===== config.mk =====
export PLATFORM = sky130hd
export DESIGN_NAME = en_pulse_gen
export DESIGN_NICKNAME = d
export VERILOG_FILES = /design/src/rtl/en_pulse_gen_pkg.sv /design/src/rtl/en_pulse_gen_sync_chain.sv /design/src/rtl/en_pulse_gen.sv
export SDC_FILE = /design/constraint.sdc
export NUM_CORES = 1
export LEC_CHECK = 0
export CAP_MARGIN = 20
export CORE_AREA = 10 10 47 49
export DETAILED_ROUTE_END_ITERATION = 6
export DIE_AREA = 0 0 57 59
export GPL_TIMING_DRIVEN = 0
export HOLD_SLACK_MARGIN = 0.15
export PLACE_DENSITY_LB_ADDON = 0.15
export SKIP_CTS_REPAIR_TIMING = 1
export SYNTH_ARGS = -nofsm -noshare
export SYNTH_HDL_FRONTEND = slang
export SYNTH_SLANG_ARGS = --single-unit

===== constraint.sdc =====
create_clock -name CLK -period 2 [get_ports CLK]
set_input_delay 0.3 -clock CLK [delete_from_list [all_inputs] [get_ports CLK]]
set_output_delay 0.3 -clock CLK [all_outputs]
set_load 0.02 [all_outputs]

===== src/rtl/en_pulse_gen_pkg.sv =====
// Shared types and width helpers for the button enable-pulse generator.
package en_pulse_pkg;

  typedef enum logic [1:0] {
    IDLE,
    ARM,
    HELD,
    DISARM
  } state_t;

  // Width of a saturating debounce counter that must be able to hold the value 'cycles'.
  function automatic int db_cnt_width(input int cycles);
    return (cycles < 1) ? 1 : $clog2(cycles + 1);
  endfunction

  // Width of a repeat counter that runs from 0 up to cycles-1.
  function automatic int rep_cnt_width(input int cycles);
    return (cycles < 2) ? 1 : $clog2(cycles);
  endfunction

endpackage


===== src/rtl/en_pulse_gen_sync_chain.sv =====
// Multi-flop synchronizer for an asynchronous single-bit input.
// Async active-low clear plus sync active-low reset, both forcing every stage to 0.
module sync_chain #(
  parameter int STAGES = 2
) (
  input  logic CLK,
  input  logic CLRN,
  input  logic nRST,
  input  logic d,
  output logic q
);

  logic [STAGES-1:0] chain;

  // Shift the raw input through the flop chain; no logic between stages.
  always_ff @(posedge CLK or negedge CLRN) begin
    if (!CLRN) begin
      chain <= '0;
    end else if (!nRST) begin
      chain <= '0;
    end else begin
      chain <= {chain[STAGES-2:0], d};
    end
  end

  assign q = chain[STAGES-1];

endmodule


===== src/rtl/en_pulse_gen.sv =====
// Debounced level and single-cycle enable pulse from a raw pushbutton.
// Optional auto-repeat while the button is held: define AUTOREPEAT_EN.
module en_pulse_gen
  import en_pulse_pkg::*;
#(
  parameter int SYNC_STAGES   = 2,
  parameter int DB_CYCLES     = 4,
  parameter int REPEAT_CYCLES = 8
) (
  input  logic CLK,
  input  logic CLRN,
  input  logic nRST,
  input  logic BTN,
  output logic EN,
  output logic LEVEL
);

  localparam int DBW = db_cnt_width(DB_CYCLES);
  localparam logic [DBW-1:0] DB_LAST = DBW'(DB_CYCLES - 1);
  localparam logic [DBW-1:0] DB_MAX  = DBW'(DB_CYCLES);

  // Reject parameter values the debounce/repeat scheme cannot honour.
  if (SYNC_STAGES < 2) begin : g_bad_sync
    $error("en_pulse_gen: SYNC_STAGES must be at least 2");
  end
  if (DB_CYCLES < 1) begin : g_bad_db
    $error("en_pulse_gen: DB_CYCLES must be at least 1");
  end
  if (REPEAT_CYCLES < 2) begin : g_bad_rep
    $error("en_pulse_gen: REPEAT_CYCLES must be at least 2");
  end

  logic           btn_s;
  state_t         state, state_nx;
  logic [DBW-1:0] cnt, cnt_nx;
  logic           en_q, en_nx;
  logic           level_q, level_nx;
  logic           db_done;

`ifdef AUTOREPEAT_EN
  localparam int RW = rep_cnt_width(REPEAT_CYCLES);
  localparam logic [RW-1:0] REP_LAST = RW'(REPEAT_CYCLES - 1);

  logic [RW-1:0] rcnt, rcnt_nx;
`endif

  sync_chain #(
    .STAGES(SYNC_STAGES)
  ) u_sync (
    .CLK (CLK),
    .CLRN(CLRN),
    .nRST(nRST),
    .d   (BTN),
    .q   (btn_s)
  );

  // '>=' lets DB_CYCLES=1 leave ARM/DISARM on the first cycle even though entry loads 1.
  assign db_done = (cnt >= DB_LAST);

  // Next-state logic: debounce qualification, pulse generation and level tracking.
  always_comb begin
    state_nx = state;
    cnt_nx   = cnt;
    en_nx    = 1'b0;
    level_nx = level_q;
`ifdef AUTOREPEAT_EN
    rcnt_nx  = '0;
`endif
    case (state)
      IDLE: begin
        if (btn_s) begin
          state_nx = ARM;
          cnt_nx   = DBW'(1);
        end
      end
      ARM: begin
        if (!btn_s) begin
          state_nx = IDLE;
          cnt_nx   = '0;
        end else if (db_done) begin
          state_nx = HELD;
          cnt_nx   = '0;
          en_nx    = 1'b1;
          level_nx = 1'b1;
        end else if (cnt != DB_MAX) begin
          cnt_nx = cnt + DBW'(1);
        end
      end
      HELD: begin
        if (!btn_s) begin
          state_nx = DISARM;
          cnt_nx   = DBW'(1);
        end
`ifdef AUTOREPEAT_EN
        else if (rcnt == REP_LAST) begin
          en_nx = 1'b1;
        end else begin
          rcnt_nx = rcnt + RW'(1);
        end
`endif
      end
      DISARM: begin
        if (btn_s) begin
          state_nx = HELD;
          cnt_nx   = '0;
        end else if (db_done) begin
          state_nx = IDLE;
          cnt_nx   = '0;
          level_nx = 1'b0;
        end else if (cnt != DB_MAX) begin
          cnt_nx = cnt + DBW'(1);
        end
      end
      default: begin
        state_nx = IDLE;
        cnt_nx   = '0;
        level_nx = 1'b0;
      end
    endcase
  end

  // State, counters and output registers; async clear wins over the sync reset.
  always_ff @(posedge CLK or negedge CLRN) begin
    if (!CLRN) begin
      state   <= IDLE;
      cnt     <= '0;
      en_q    <= 1'b0;
      level_q <= 1'b0;
`ifdef AUTOREPEAT_EN
      rcnt    <= '0;
`endif
    end else if (!nRST) begin
      state   <= IDLE;
      cnt     <= '0;
      en_q    <= 1'b0;
      level_q <= 1'b0;
`ifdef AUTOREPEAT_EN
      rcnt    <= '0;
`endif
    end else begin
      state   <= state_nx;
      cnt     <= cnt_nx;
      en_q    <= en_nx;
      level_q <= level_nx;
`ifdef AUTOREPEAT_EN
      rcnt    <= rcnt_nx;
`endif
    end
  end

  assign EN    = en_q;
  assign LEVEL = level_q;

endmodule


==> impl_metrics.ini, run 1 <==
[timing]
setup_viol = 0
timing.final.crit_share_pct = 78.56
final-max-slew-violation-count = 0
setup-tns-final_ns = 0
hold-worst-slack_ns = 0.3392
final_period_minus_worst_setup_slack_ns = 1.571
slew_headroom_pct = 71.97
final.setup_skew_ns = 0.004795
finalHoldViolCount = 0
timing_worst_slew_pin_value_ns = 0.4191
rsz0062_at_grt = no
clock.fmax_ghz = 0.6364

[grt]
antenna_found_initial = 0
grt_usage_pct = 5.969
overflow = 0
grt_pass1_vias = 375
grt_start_max_net_pins = 11
grt_pass1_wl_mm = 1.580

[drt]
first_iter_violations = 3
drtPass1Iterations = 4
routed-via-count = 337
drtAntennaViolNets = 0
drcViolationCount = 0
post_drt_wl_per_cell_um = 12.82
route.detailed.vias_per_inst = 5.030
finalWirelength_um = 859

[flow_run]
maxCapViolCount = 0

[yosys]
netlist-cell-type-count = 21
synth_top_family_by_area = compound AO/OA/AOI/OAI gates
cell_area_after_technology_mapping_um2 = 462.9
post_synth_inst_count = 42
synthesis.area_per_instance_um2 = 11.02
yosysSeqAreaShare_pct = 48.65
share_of_cell_area_taken_by_muxes_after_synthesis_pct = 2.162
ys.warnings.count = 0
syn_nets = 49
yosys.area_share.adder_pct = 8.108
synth_simple_gate_area_share_pct = 16.22
postSynthRegisterBits = 9
synth-xor-area-share_pct = 3.514
synth-compound-area-share_pct = 16.49

[floorplanning]
floorplan.initialDensity_pct = 33.04
design.core.area_um2 = 1401
fp.dieW_um = 57
placement_rows = 14
die_height_um = 59
floorplan.die_area_um2 = 3363
top_level_ports = 6

[clock_tree]
htreeDepth = 1
clock_latency_ns = 0.26
cts_buffers = 3
tritoncts_clock_tree = yes
clkSinkCount = 9
clock-root-buffer = clkbuf_4
clock_path_buffers = 2
clk_transition_reported_paths_ns = 0.06

[setup_path]
timing.critical_path.slowest_cell_delay_ns = 0.45
worstSetupStartpointType = flop
number_of_stages_on_the_worst_setup_path = 5
reg2reg_slack_ns = 0.43
critPathSlowestCell = dfrtp_1
critical_path_peak_fanout = 5
crit_path_end_kind = flop
path_buf_inv = 0
timing.critical_path.cells = ha_1 -> ha_1 -> a211oi_4 -> nand2b_1 -> mux2i_1
critical_path.reg2reg.startpoint = cnt[0]
startpoint = cnt[0]
reg2reg_depth = 5
critPathKind = reg -> reg
worstPathArrival_ns = 1.75
worstSetupEndpoint = state[1]
worst_path_most_repeated_cell = ha_1
critical-path-top-delay-family = flip-flops
regToRegEndpoint = state[1]
crit_required_ns = 2.18

[finish]
post_route_cells_drive_above_1_share_pct = 13.73
final-instance-count-excl-fill = 67
finalNetCount = 59
n_antenna_cell = 0
finished_core_util_pct = 39.91
synthToLayoutAreaGrowth_pct = 20.81

[placed_design]
globalplace.congestion = 0.7442
port-buffer-count = 5
hpwl_um = 684.6
numPlacedInstances = 63

[power]
power.density_cell_area_nw_per_um2 = 628.5
total_leakage_power_nw = 0.2459
worst_ir_drop_vdd_v = 0.0002997

[min_path]
hold_path.class = in -> async

[outcome]
run_status = complete, no violations
-- metal layers --
layer	GRT usage [%]	routed length, µm	up-vias
met5	0	0	-
met4	5.034	6	0
met3	2.575	60	2
met2	9.922	444	5
met1	5.589	348	167
li1	-	-	163
-- cell usage after synthesis --
master     n  share of area, %
a211oi_4   1               4.3
nand4_1    1               1.4
nand3_1    3               3.2
nor3_1     1               1.1
mux2i_1    1               2.2
nand2_1    5               4.1
and2_1     2               2.7
o32ai_2    1               3.5
nor2_1     1              0.81
ha_1       3               8.1
nand2b_1   1               1.4
o2bb2ai_1  1               1.9
o211ai_1   1               1.6
clkbuf_1   1              0.81
o311ai_0   1               1.9
and3_2     1               1.6
xor2_2     1               3.5
inv_1      5               4.1
o21ai_0    1               1.1
dfrtp_1    9                49
o211a_1    1               2.2
-- cells by family after synthesis --
| family | count (synthesis) |
|---|---|
| DFF | 9 |
| and+or+nand+nor | 15 |
| xor gates and xnor gates | 1 |
| buffers and inverters | 6 |
| AOI/OAI and AO/OA | 7 |
| adders and majority gates | 3 |
| muxes | 1 |
-- where the power goes --
| part | leakage [nW] | internal (mW) | total (mW) | switching (mW) |
|---|---|---|---|---|
| sequential | 0.123 | 0.185 | 0.189 | 0.00402 |
| combinational | 0.107 | 0.00967 | 0.0212 | 0.0115 |
| clock | 0.0150 | 0.0769 | 0.141 | 0.0641 |
-- worst reg2reg max path, cell delays in order (launching register included) --
cell      delay, ns
dfrtp_1        0.45
ha_1           0.23
ha_1           0.20
a211oi_4       0.19
nand2b_1       0.22
mux2i_1        0.19
-- flip-flops by register name, summed over array words and instances (netlist names) --
signal,flops
u_sync.chain,2
LEVEL,1
EN,1
state,2
cnt,3
-- stage by stage --
| stage | setup WS (ns) | power (mW) | area, µm² |
|---|---|---|---|
| after floorplan | 0.5624 | 0.2012 | 462.9 |
| after global routing | 0.3104 | 0.3710 | 559.3 |
| after CTS | 0.4210 | 0.3578 | 559.3 |
| after detailed placement | 0.4132 | 0.2147 | 533.0 |
| after global placement | 0.4609 | 0.2135 | 533.0 |
| final | 0.4287 | 0.3515 | 559.3 |
-- how the worst min path moves through the flow --
stage,depth (start not counted),end,startpoint
floorplan,0,EN,CLRN
global placement,1,u_sync.chain[1],u_sync.chain[0]
detailed placement,1,u_sync.chain[1],u_sync.chain[0]
CTS,1,cnt[1],CLRN
global route,1,cnt[1],CLRN
finish,1,cnt[1],CLRN
-- cell type report --
type | count | area [µm²]
buffer | 1 | 3.754
clock buffer | 4 | 26.28
fill | 152 | 842.1
multi-input combinational | 27 | 215.2
sequential | 9 | 225.2
timing repair buffer | 5 | 50.05
tap | 16 | 20.02
inverter | 5 | 18.77
-- placed cells by master, fill, tap and decap left out --
cell / synthesis / layout
a211oi_4: 1 / 1
and2_1: 2 / 2
and3_2: 1 / 1
clkbuf_1: 1 / 2
clkbuf_4: 0 / 3
clkdlybuf4s50_1: 0 / 5
dfrtp_1: 9 / 9
ha_1: 3 / 3
inv_1: 5 / 5
mux2i_1: 1 / 1
nand2_1: 5 / 5
nand2b_1: 1 / 1
nand3_1: 3 / 3
nand4_1: 1 / 1
nor2_1: 1 / 1
nor3_1: 1 / 1
o211a_1: 1 / 1
o211ai_1: 1 / 1
o21ai_0: 1 / 1
o2bb2ai_1: 1 / 1
o311ai_0: 1 / 1
o32ai_2: 1 / 1
xor2_2: 1 / 1
No activity file was read; power rests on OpenSTA's default activity.
==> inputs of run 2 (changes only) <==
Clock period 2 ns to 1.6 ns, I/O delays scaled along.
==> run 2 against run 1 <==
  * Final cell count did not move
  * Via count did not move
  * Sequential share of layout area fell by 2.2 points
  * Maximum frequency rose by 3.3%
  * Combinational power rose by 26%
==> impl_metrics.ini, run 2 (synthesized netlist as in run 1, its figures left out) <==
[floorplanning]
floorplan.initialDensity_pct = 33.04
floorplan.die_area_um2 = 3363
top_level_ports = 6
design.core.area_um2 = 1401
fp.dieW_um = 57
placement_rows = 14
die_height_um = 59

[finish]
largest_register = cnt
post_route_cells_drive_above_1_share_pct = 23.53
largest_register_ff_count = 3
n_antenna_cell = 0
finalNetCount = 59
final_cell_mix = 8 x dfrtp_1, 5 x inv_1, 5 x clkdlybuf4s50_1
synthToLayoutAreaGrowth_pct = 28.65
mostFrequentLayoutCell = dfrtp_1
num-fill-cells = 152
largestRegisters = cnt: 3 flops, state: 2 flops, u_sync.chain: 2 flops
finished_core_util_pct = 42.50

[grt]
grt_pass1_vias = 375
antenna_found_initial = 0
groute.layer.met1.usage_pct = 5.589
met2_track_demand_over_resource_in_global_routing_pct = 9.922
met3_usage_pct = 2.575
grt_pass1_wl_mm = 1.580
grt_usage_pct = 5.969
grt-busiest-layer = met2
overflow = 0
grt_start_max_net_pins = 11

[timing]
final_period_minus_worst_setup_slack_ns = 1.521
rsz0062_at_grt = no
fin_ws_ns = 0.07872
final-max-slew-violation-count = 0
clock.fmax_ghz = 0.6573
timing.final.crit_share_pct = 95.08
timing_worst_slew_pin_value_ns = 0.4165
final.setup_skew_ns = 0.005877
slew_headroom_pct = 72.15
setup-tns-final_ns = 0
setup_viol = 0
finalHoldViolCount = 0

[setup_path]
startpoint = cnt[0]
worst_path_most_repeated_cell = ha_4
reg2reg_depth = 5
worstSetupStartpointType = flop
critPathSlowestCell = dfrtp_2
timing.critical_path.slowest_cell_delay_ns = 0.46
critical_path_peak_fanout = 5
timing.critical_path.cells = ha_4 -> ha_4 -> a211oi_4 -> nand2b_4 -> mux2i_1
worstPathArrival_ns = 1.70
critical_path.reg2reg.startpoint = cnt[0]
crit_path_end_kind = flop
regToRegEndpoint = state[1]
critPathKind = reg -> reg
reg2reg_slack_ns = 0.08
worstSetupEndpoint = state[1]
crit_required_ns = 1.78

[drt]
finalWirelength_um = 895
drcViolationCount = 0
routed-via-count = 337
post_drt_wl_per_cell_um = 13.36
route.detailed.vias_per_inst = 5.030
drtAntennaViolNets = 0
drtPass1Iterations = 3
first_iter_violations = 1

[clock_tree]
htreeDepth = 1
clk_transition_reported_paths_ns = 0.06
clkSinkCount = 9
tritoncts_clock_tree = yes
clock_path_buffers = 2
clock-root-buffer = clkbuf_4
clock_latency_ns = 0.26
cts_buffers = 3

[placed_design]
hpwl_um = 684.6
pre_cts_ws_ns = 0.04189
port-buffer-count = 5
globalplace.congestion = 0.7442

[power]
power.density_cell_area_nw_per_um2 = 739.2
worst_ir_drop_vdd_v = 0.0003795
total_power_mw = 0.4402
total_leakage_power_nw = 0.2528

[flow_run]
maxCapViolCount = 0

[min_path]
hold_path.class = in -> async

[outcome]
run_status = complete, no violations
run 2: cell counts in the layout (fill, tap and decap cells not counted):
No cell type changed its count.
run 2: power by group:
group	switching, mW	internal (mW)	total (mW)
clock network	0.0792	0.0960	0.175
registers	0.00620	0.232	0.238
logic	0.0145	0.0123	0.0268
run 2: area by class of cell:
class | instances | area, µm² | share of cell area, %
well taps | 16 | 20.02 | 3.361
inverters | 5 | 18.77 | 3.151
multi-input cells | 27 | 250.2 | 42.02
clock buffers | 4 | 26.28 | 4.412
plain buffers | 1 | 3.754 | 0.6303
flip-flops and latches | 9 | 226.5 | 38.03
repair buffers | 5 | 50.05 | 8.403
run 2: worst max-delay path: cells and delay by family, from the launching register on:
family,cells,cell delay (ns)
adders and majority gates,2,0.33
AOI/OAI and AO/OA,1,0.26
DFF,1,0.46
and+or+nand+nor,1,0.20
muxes,1,0.17
run 2: metrics by stage:
| step | hold WS (ns) | area (µm²) | cells |
|---|---|---|---|
| after floorplan | -0.05559 | 462.9 | 42 |
| after global placement | 0.4580 | 533.0 | 63 |
| after detailed placement | 0.4548 | 533.0 | 63 |
| after CTS | 0.2922 | 559.3 | 67 |
| after global routing | 0.3084 | 595.6 | 67 |
| final | 0.2781 | 595.6 | 67 |
run 2: metal layers:
layer / vias up / wire length (µm)
met3: 2 / 60
met2: 5 / 463
met5: - / 0
met4: 0 / 6
li1: 163 / -
met1: 167 / 365
run 2: worst min path at each step:
stage               startpoint         endpoint  slack, ns
2_1_floorplan             CLRN               EN      -0.06
3_3_place_gp   u_sync.chain[0]  u_sync.chain[1]       0.46
3_5_place_dp   u_sync.chain[0]  u_sync.chain[1]       0.45
4_1_cts                   CLRN           cnt[1]       0.29
5_1_grt                   CLRN           cnt[1]       0.31
6_report                  CLRN           cnt[1]       0.28
==> inputs of run 3 (changes only) <==
Settings changed: RECOVER_POWER set to 50.
==> run 3 against run 2 <==
  * Combinational power shrank 1%
  * Sequential share of layout area unchanged
  * Wire length stayed put
  * Via count did not move
  * Highest routed layer unchanged
==> impl_metrics.ini, run 3 (synthesized netlist as in run 1, its figures left out) <==
[setup_path]
critical_path_peak_fanout = 5
crit_required_ns = 1.78
crit_path_end_kind = flop
reg2reg_slack_ns = 0.08
critPathSlowestCell = dfrtp_2
critPathKind = reg -> reg
worst_path_most_repeated_cell = ha_4
worstSetupStartpointType = flop
reg2reg_depth = 5
timing.critical_path.cells = ha_4 -> ha_4 -> a211oi_4 -> nand2b_4 -> mux2i_1
regToRegEndpoint = state[1]
worstPathArrival_ns = 1.70
timing.critical_path.slowest_cell_delay_ns = 0.46
critical_path.reg2reg.startpoint = cnt[0]

[placed_design]
globalplace.congestion = 0.7442
port-buffer-count = 5
hpwl_um = 684.6
placement.cell_area_um2 = 533.0

[grt]
met2_track_demand_over_resource_in_global_routing_pct = 9.922
overflow = 0
antenna_found_initial = 0
met3_usage_pct = 2.575
grt_usage_pct = 5.969
groute.layer.met1.usage_pct = 5.589
grt-busiest-layer = met2
grt_pass1_vias = 375
grt_pass1_wl_mm = 1.580
grt_start_max_net_pins = 11

[timing]
slew_headroom_pct = 71.80
finalHoldViolCount = 0
final.setup_skew_ns = 0.005877
setup_viol = 0
timing_worst_slew_pin_value_ns = 0.4216
hold-worst-slack_ns = 0.3484
clock.fmax_ghz = 0.6573
rsz0062_at_grt = no
final-max-slew-violation-count = 0
timing.final.crit_share_pct = 95.08
final_period_minus_worst_setup_slack_ns = 1.521
setup-tns-final_ns = 0

[clock_tree]
clock-root-buffer = clkbuf_4
clk_transition_reported_paths_ns = 0.06
htreeDepth = 1
tritoncts_clock_tree = yes
clkSinkCount = 9
cts_buffers = 3
clock_latency_ns = 0.26
clock_path_buffers = 2

[finish]
final_cell_mix = 8 x dfrtp_1, 5 x inv_1, 4 x nand2_1, 4 x clkdlybuf4s50_1
largest_register_ff_count = 3
finalNetCount = 59
largest_register = cnt
largestRegisters = cnt: 3 flops, state: 2 flops, u_sync.chain: 2 flops
n_antenna_cell = 0
post_route_cells_drive_above_1_share_pct = 23.53
mostFrequentLayoutCell = dfrtp_1
synthToLayoutAreaGrowth_pct = 28.65
layout.cell_area.non_filler_um2 = 595.6

[power]
worst_ir_drop_vdd_v = 0.0003794
power.density_cell_area_nw_per_um2 = 738.4
pwr-share-clk_pct = 39.8
switchingPower_mw = 0.09995
switching_share_pct = 22.73
internal_power_mw = 0.3398
combinationalPowerShare_pct = 6.0
p_seq_share_pct = 54.2
total_leakage_power_nw = 0.2530

[drt]
first_iter_violations = 1
post_drt_wl_per_cell_um = 13.36
finalWirelength_um = 895
drcViolationCount = 0
drtPass1Iterations = 3
drtAntennaViolNets = 0
route.detailed.vias_per_inst = 5.030
routed-via-count = 337

[floorplanning]
die_height_um = 59
floorplan.initialDensity_pct = 33.04
placement_rows = 14
design.core.area_um2 = 1401
fp.dieW_um = 57
top_level_ports = 6
floorplan.die_area_um2 = 3363

[flow_run]
maxCapViolCount = 0

[min_path]
hold_path.class = in -> async

[outcome]
run_status = complete, no violations
[run 3: cell count changes in the layout (fill, tap and decap cells not counted), sizes merged]
cell           delta
dlygate4sd3       +1
clkdlybuf4s50     -1
[run 3: how the worst max path moves through the flow]
stage | start | to | cells after the start
final | cnt[0] | state[1] | 5
after global placement | cnt[0] | state[1] | 5
after detailed placement | cnt[0] | state[1] | 5
after global routing | cnt[0] | state[1] | 5
after CTS | cnt[0] | state[1] | 5
after floorplan | cnt[0] | state[1] | 5
[run 3: per-stage QoR]
step                total power [mW]  cells  setup slack, ns  util, %
finish                        0.4398     67          0.07872    42.50
detailed placement            0.2683     63          0.04189    38.04
floorplan                     0.2515     42           0.1624        -
global placement              0.2668     63          0.06690    38.04
global route                  0.4652     67         0.009347    42.50
CTS                           0.4473     67          0.02100    39.91
[run 3: worst max-delay path, delay by kind of cell, from the launching register on]
| family | cells | cell delay [ns] |
|---|---|---|
| AO/OA/AOI/OAI | 1 | 0.26 |
| adder cells (fa/ha/maj) | 2 | 0.33 |
| flip-flops | 1 | 0.46 |
| multiplexers | 1 | 0.17 |
| AND/OR/NAND/NOR | 1 | 0.20 |
[run 3: metal layers]
layer  up-vias  part of all wire, %
li1        163                    -
met4         0                 0.67
met2         5                   52
met5         -                    0
met3         2                  6.6
met1       167                   41
[run 3: final cells by class]
class / count / area, µm²
fillers: 152 / 805.8
plain buffers: 1 / 3.754
inverters: 5 / 18.77
multi-input cells: 27 / 250.2
clock buffers: 4 / 26.28
repair buffers: 5 / 50.05
flip-flops and latches: 9 / 226.5
well taps: 16 / 20.02
[run 3: power by group through the flow]
stage | Combinational, mW | Sequential, mW | Clock, mW
after global placement | 0.0260 | 0.241 | 0
after floorplan | 0.0115 | 0.240 | 0
final | 0.0264 | 0.238 | 0.175
after global routing | 0.0298 | 0.239 | 0.197
after CTS | 0.0274 | 0.237 | 0.183
after detailed placement | 0.0272 | 0.241 | 0
